<file path="config.mk">
export PLATFORM = sky130hd
export DESIGN_NAME = fetch_stage
export DESIGN_NICKNAME = d
export VERILOG_FILES = /design/src/rtl/fetch_stage.sv
export SDC_FILE = /design/constraint.sdc
export NUM_CORES = 2
export LEC_CHECK = 0
export CORE_ASPECT_RATIO = 1.2
export CORE_MARGIN = 2
export CORE_UTILIZATION = 36
export DETAILED_ROUTE_END_ITERATION = 8
export SKIP_CTS_REPAIR_TIMING = 1
export SLEW_MARGIN = 20
export SYNTH_ARGS = -nofsm -noshare
export SYNTH_HDL_FRONTEND = slang
export SYNTH_SLANG_ARGS = --single-unit
</file>
<file path="constraint.sdc">
create_clock -name clk -period 13.33 [get_ports clk]
set_clock_uncertainty 0.2 [all_clocks]
set_input_delay 3.3325 -clock clk [delete_from_list [all_inputs] [get_ports clk]]
set_output_delay 3.3325 -clock clk [all_outputs]
set_load 0.05 [all_outputs]
</file>
<file path="src/rtl/fetch_stage.sv">
`default_nettype none
// ============================================================================
// Module   : fetch_stage
// Purpose  : PC sequencing, instruction-memory handshake and 2-bit BTB predictor
// Revision : 1.0
// ============================================================================
module fetch_stage #(
  parameter int                  XLEN         = 32,
  parameter int                  VPC_BITS     = 32,
  parameter int                  BTB_IDX_BITS = 4,
  parameter logic [VPC_BITS-1:0] RESET_PC     = '0
) (
  input  logic                clk,
  input  logic                rst,
  input  logic                stall_D,
  input  logic                MEM_stall,
  input  logic                Itlb_stall,
  input  logic                EX_taken,
  input  logic [VPC_BITS-1:0] EX_target_pc,
  input  logic                EX_upd_valid,
  input  logic [VPC_BITS-1:0] EX_upd_pc,
  input  logic                EX_upd_taken,
  input  logic [VPC_BITS-1:0] EX_upd_target,
  output logic                imem_req,
  output logic [VPC_BITS-1:0] imem_addr,
  input  logic                imem_ready,
  input  logic [XLEN-1:0]     imem_rdata,
  output logic [VPC_BITS-1:0] F_pc,
  output logic [XLEN-1:0]     F_inst,
  output logic                F_BP_taken,
  output logic [VPC_BITS-1:0] F_BP_target_pc
);

  localparam int              BTB_ENTRIES = 1 << BTB_IDX_BITS;
  localparam int              TAG_BITS    = VPC_BITS - BTB_IDX_BITS - 2;
  localparam logic [XLEN-1:0] NOP_INST    = XLEN'(32'h2000_0000);

  localparam logic [1:0] S_REQ  = 2'd0;
  localparam logic [1:0] S_WAIT = 2'd1;
  localparam logic [1:0] S_HOLD = 2'd2;
  localparam logic [1:0] S_DROP = 2'd3;

  logic [1:0]          state_q, state_d;
  logic [VPC_BITS-1:0] pc_q, pc_d;
  logic [XLEN-1:0]     buf_inst_q, buf_inst_d;
  logic                buf_taken_q, buf_taken_d;
  logic [VPC_BITS-1:0] buf_target_q, buf_target_d;

  logic [BTB_ENTRIES-1:0]                btb_valid_q, btb_valid_d;
  logic [BTB_ENTRIES-1:0][TAG_BITS-1:0]  btb_tag_q, btb_tag_d;
  logic [BTB_ENTRIES-1:0][VPC_BITS-1:0]  btb_target_q, btb_target_d;
  logic [BTB_ENTRIES-1:0][1:0]           btb_cnt_q, btb_cnt_d;

  logic [BTB_IDX_BITS-1:0] lk_idx, up_idx;
  logic [TAG_BITS-1:0]     lk_tag, up_tag;
  logic                    lk_taken, up_hit;
  logic [VPC_BITS-1:0]     lk_target, pc_seq;
  logic                    hold, issue, resp, outstanding;
  logic                    present_live, present_buf;
  logic                    upd_pc_unused;

  assign upd_pc_unused = ^EX_upd_pc[1:0];

  // Lookup reads the registered arrays, so a same-cycle update is not visible yet.
  always_comb begin
    lk_idx    = pc_q[BTB_IDX_BITS+1:2];
    lk_tag    = pc_q[VPC_BITS-1:BTB_IDX_BITS+2];
    lk_taken  = btb_valid_q[lk_idx] && (btb_tag_q[lk_idx] == lk_tag) && btb_cnt_q[lk_idx][1];
    lk_target = lk_taken ? btb_target_q[lk_idx] : '0;
    up_idx    = EX_upd_pc[BTB_IDX_BITS+1:2];
    up_tag    = EX_upd_pc[VPC_BITS-1:BTB_IDX_BITS+2];
    up_hit    = btb_valid_q[up_idx] && (btb_tag_q[up_idx] == up_tag);
  end

  always_comb begin
    btb_valid_d  = btb_valid_q;
    btb_tag_d    = btb_tag_q;
    btb_target_d = btb_target_q;
    btb_cnt_d    = btb_cnt_q;
    if (EX_upd_valid) begin
      if (up_hit) begin
        if (EX_upd_taken) begin
          btb_cnt_d[up_idx]    = (btb_cnt_q[up_idx] == 2'd3) ? 2'd3 : btb_cnt_q[up_idx] + 2'd1;
          btb_target_d[up_idx] = EX_upd_target;
        end else begin
          btb_cnt_d[up_idx]    = (btb_cnt_q[up_idx] == 2'd0) ? 2'd0 : btb_cnt_q[up_idx] - 2'd1;
        end
      end else if (EX_upd_taken) begin
        btb_valid_d[up_idx]  = 1'b1;
        btb_tag_d[up_idx]    = up_tag;
        btb_target_d[up_idx] = EX_upd_target;
        btb_cnt_d[up_idx]    = 2'd2;
      end
    end
  end

  // A response only counts while a request of ours is in flight.
  always_comb begin
    hold        = stall_D | MEM_stall;
    issue       = (state_q == S_REQ) && !Itlb_stall;
    resp        = imem_ready && (issue || (state_q == S_WAIT));
    outstanding = !imem_ready && (issue || (state_q == S_WAIT) || (state_q == S_DROP));
    pc_seq      = pc_q + VPC_BITS'(4);
  end

  always_ff @(posedge clk) begin
    if (rst) begin
      state_q      <= S_REQ;
      pc_q         <= RESET_PC;
      buf_inst_q   <= '0;
      buf_taken_q  <= 1'b0;
      buf_target_q <= '0;
      btb_valid_q  <= '0;
      btb_tag_q    <= '0;
      btb_target_q <= '0;
      btb_cnt_q    <= '0;
    end else begin
      state_q      <= state_d;
      pc_q         <= pc_d;
      buf_inst_q   <= buf_inst_d;
      buf_taken_q  <= buf_taken_d;
      buf_target_q <= buf_target_d;
      btb_valid_q  <= btb_valid_d;
      btb_tag_q    <= btb_tag_d;
      btb_target_q <= btb_target_d;
      btb_cnt_q    <= btb_cnt_d;
    end
  end

  always_comb begin
    state_d      = state_q;
    pc_d         = pc_q;
    buf_inst_d   = buf_inst_q;
    buf_taken_d  = buf_taken_q;
    buf_target_d = buf_target_q;
    if (EX_taken) begin
      pc_d         = EX_target_pc;
      buf_inst_d   = '0;
      buf_taken_d  = 1'b0;
      buf_target_d = '0;
      state_d      = outstanding ? S_DROP : S_REQ;
    end else begin
      case (state_q)
        S_REQ, S_WAIT: begin
          if (resp) begin
            if (hold) begin
              buf_inst_d   = imem_rdata;
              buf_taken_d  = lk_taken;
              buf_target_d = lk_target;
              state_d      = S_HOLD;
            end else begin
              pc_d    = lk_taken ? lk_target : pc_seq;
              state_d = S_REQ;
            end
          end else if (issue) begin
            state_d = S_WAIT;
          end
        end
        S_HOLD: begin
          if (!hold) begin
            pc_d    = buf_taken_q ? buf_target_q : pc_seq;
            state_d = S_REQ;
          end
        end
        S_DROP: begin
          if (imem_ready) state_d = S_REQ;
        end
        default: state_d = S_REQ;
      endcase
    end
  end

  always_comb begin
    present_live   = resp && !EX_taken && !rst;
    present_buf    = (state_q == S_HOLD) && !EX_taken && !rst;
    imem_req       = issue && !rst;
    imem_addr      = pc_q;
    F_pc           = rst ? '0 : pc_q;
    F_inst         = NOP_INST;
    F_BP_taken     = 1'b0;
    F_BP_target_pc = '0;
    if (present_live) begin
      F_inst         = imem_rdata;
      F_BP_taken     = lk_taken;
      F_BP_target_pc = lk_target;
    end else if (present_buf) begin
      F_inst         = buf_inst_q;
      F_BP_taken     = buf_taken_q;
      F_BP_target_pc = buf_target_q;
    end
  end

endmodule
`default_nettype wire

</file>
==> summary.txt <==
Floorplan
  – Die area: 0.148 mm^2
  – Die Height: 421 um
  – Initial Utilization: 0.361
  – I/O pins: 267
  – Die Width: 352 um
  – Num rows: 153
  – Core area: 0.145 mm^2

Finish
  – Final instance area: 0.0601 mm^2
  – Area delta synth->final: 15.0%
  – Final #Nets: 5,669
  – Layout cells sized above 1: 0.144
  – Non-Filler Instances: 7,565

Status
  – Outcome: finished, final reports clean

GRT
  – GRT met1 Usage: 0.346
  – Largest net degree at the start of global routing: 126
  – Gr ovfl total: 0
  – GR peak layer: met2
  – Antenna violations before repair: 19
  – Vias in the first global route: 41,700
  – Met2 Use GR: 0.395
  – First-pass GRT wire length: 283,000 um
  – GR Util met3: 0.0542
  – All-Layer GR Usage: 0.257

Min path
  – Worst hold path class: reg2reg
  – Min-delay src: btb_target_q[450]
  – Cells on Worst Hold Path: 2

STA
  – Setup Viol. Count Final: 0
  – Final Hold Vio Count: 0
  – Period minus WS final: 10,820 ps
  – Hold WS: 251 ps
  – Relative slew slack: 0.262
  – Period utilization: 0.811
  – Pins over their slew limit: 0
  – Setup TNS: 0 ps
  – Peak Freq: 0.0925 GHz
  – Worst Tran Pin Value: 1110 ps
  – Unrepaired setup endpoints after global routing: no
  – Final worst setup slack: 2510 ps

Setup path
  – CP Capture Type: output pin
  – Kind of critical path: reg2out
  – Crit path required time: 9800 ps
  – Crit path largest cell delay: 970 ps
  – Reg2reg start: imem_addr[2]
  – CP arrival: 7280 ps
  – Crit-path max FO: 39
  – Worst R2R End: imem_addr[21]
  – Worst path slowest cell: clkdlybuf4s50_1
  – R2R cell count: 11
  – Crit path capture: F_BP_target_pc[22]
  – Crit start category: flip-flop
  – R2r setup slk: 7540 ps
  – Crit path from: imem_addr[2]
  – Sequence of cells on the critical path: buf_4, nand2_1, o22ai_1, o32ai_1, or4_1, a2111oi_4, nand4_2, or3_4, o21ai_0, clkdlybuf4s50_1

Place
  – Worst slack, placed: 3060 ps
  – Routability cong.: 0.863
  – Cell area after placement: 0.0559 mm^2
  – # port buffers: 264
  – DP Cell Count: 7,354
  – Post-DP HPWL: 117,000 um

Synth
  – Register area share after synthesis: 0.412
  – Synthesis-stage register bit count: 1,075
  – Post-synth EDFFs: 0
  – Synthesized Nets: 5,749
  – Asr flop ratio synth: 0
  – Synth Cell Area: 0.0522 mm^2
  – Ys flop type: dfxtp_1
  – Syn Inst Count: 5,611
  – Synth unique cells: 82
  – Mapped Avg Cell Area: 9.31 um^2
  – Yosys warnings: 0

Routing
  – Routed wire length per instance: 25.8 um
  – Vias per inst: 5.79
  – Drt initial violations: 5,230
  – Detail Route Antenna Nets: 0
  – Final wirelength: 195,000 um
  – DRC violations left: 0
  – DRT Pass-1 Iters: 6
  – Vias after detailed routing: 43,800

Clocking
  – Worst-Skew Late Latency: 780 ps
  – H-tree depth: 3
  – CTS tree: yes
  – Clock Path Buffers: 3
  – Clk slew on worst S/H paths: 60 ps
  – Number of buffers created by CTS: 112
  – Clock root cell: clkbuf_16
  – Clock Sinks: 1,075

Power
  – P_leak: 0.0225 uW
  – Peak supply drop: 0.143 mV
  – PwrDens: 126 mW/mm^2

Flow run
  – Max Cap Viol: 0
layer usage:
metal,up-vias,part of all wire
li1,19400,-
met1,21500,0.40
met2,2358,0.45
met3,465,0.10
met4,24,0.048
met5,-,0.0010
layout by cell type, fill, tap and decap left out, types with 14 or more instances in the layout:
cell type        Yosys  final
nor2_4               0     14
clkbuf_8             0     32
clkbuf_16            0    112
nand3_1             58     54
mux2i_1            488    488
clkinv_2             0     20
buf_4               35     99
o22ai_1             23     23
nand2b_1            16     16
o21ai_0             53     53
mux2_2              35     35
nor2b_1             30     29
nand2_1           1259   1246
nor3_1              19     15
dfxtp_1           1075   1070
nor2_1             564    549
nand4_1             14     14
a221oi_1            16     16
xnor2_1             57     57
nand2_2             16     25
xor2_1              16     16
mux4_2             381    381
a22o_1              61     61
bufinv_16            0     18
clkdlybuf4s50_1      0    259
a21oi_1            659    658
a211oi_1            20     20
clkbuf_1           402     15
critical path, delay by kind of cell (launching register included):
kind	cells	cell delay, ps
and+or+nand+nor	4	2500
AOI/OAI and AO/OA	4	1690
buffers and inverters	2	1540
DFF	1	710
worst min path at each step:
stage | endpoint | slack, ps
finish | btb_target_q[450] | 250
detailed placement | btb_target_q[88] | 240
CTS | btb_target_q[98] | 250
global route | btb_target_q[216] | 270
floorplan | btb_cnt_q[12] | 230
global placement | btb_target_q[388] | 240
Yosys cell counts, drive strengths merged (10+ instances only):
library cell	instances	share of area
buf	156	0.017
dfxtp	1075	0.41
o22ai	23	0.0028
xnor2	59	0.010
mux2i	488	0.093
xor2	16	0.0027
clkbuf	402	0.029
a211oi	20	0.0029
a22o	61	0.010
inv	14	0.0010
a221oi	19	0.0035
nand4	15	0.0019
a21oi	659	0.063
nand2	1275	0.092
o211ai	12	0.0017
nand3	58	0.0056
o221ai	11	0.0018
mux2	39	0.0087
nand2b	16	0.0019
nor2	564	0.041
nor3	20	0.0021
nor4	13	0.0019
nor2b	30	0.0036
mux4	383	0.17
o21ai	58	0.0056
a31oi	10	0.0012
sequential cells by signal, indices dropped and copies added (netlist names), 2 cells and up:
| signal | flops |
|---|---|
| btb_cnt_q | 32 |
| btb_tag_q | 416 |
| btb_target_q | 512 |
| btb_valid_q | 16 |
| buf_inst_q | 32 |
| buf_target_q | 32 |
| imem_addr | 32 |
| state_q | 2 |
per-stage QoR:
stage / total power, uW / util
floorplan: 3830 / -
CTS: 7560 / 0.416
global route: 7740 / 0.416
finish: 7550 / 0.416
global placement: 4090 / 0.387
detailed placement: 4100 / 0.387
final cells by class:
class,count,area [um^2]
inverters,19,73.8
multi-input cells,3958,28500
diodes,3,7.51
repair buffers,365,3440
flip-flops and latches,1075,21500
clock buffers,159,3300
clock inverters,49,838
well taps,1937,2420
fillers,14000,84400
where the power goes:
part	internal [uW]	switching [uW]
Clock	2080	1430
Combinational	246	490
Sequential	3250	60.2
Total	5570	1980
cell families (layout without fill, tap and decap cells):
kind of cell | Yosys count | in the layout | synth area share
other | 0 | 3 | 0
muxes | 910 | 910 | 0.267
AOI/OAI and AO/OA | 935 | 935 | 0.104
xor gates and xnor gates | 75 | 75 | 0.0129
and+or+nand+nor | 2035 | 2035 | 0.156
DFF | 1075 | 1075 | 0.412
buffers and inverters | 578 | 592 | 0.0474
adders and majority gates | 3 | 3 | 0.000623
No activity file was read; power rests on OpenSTA's default activity.
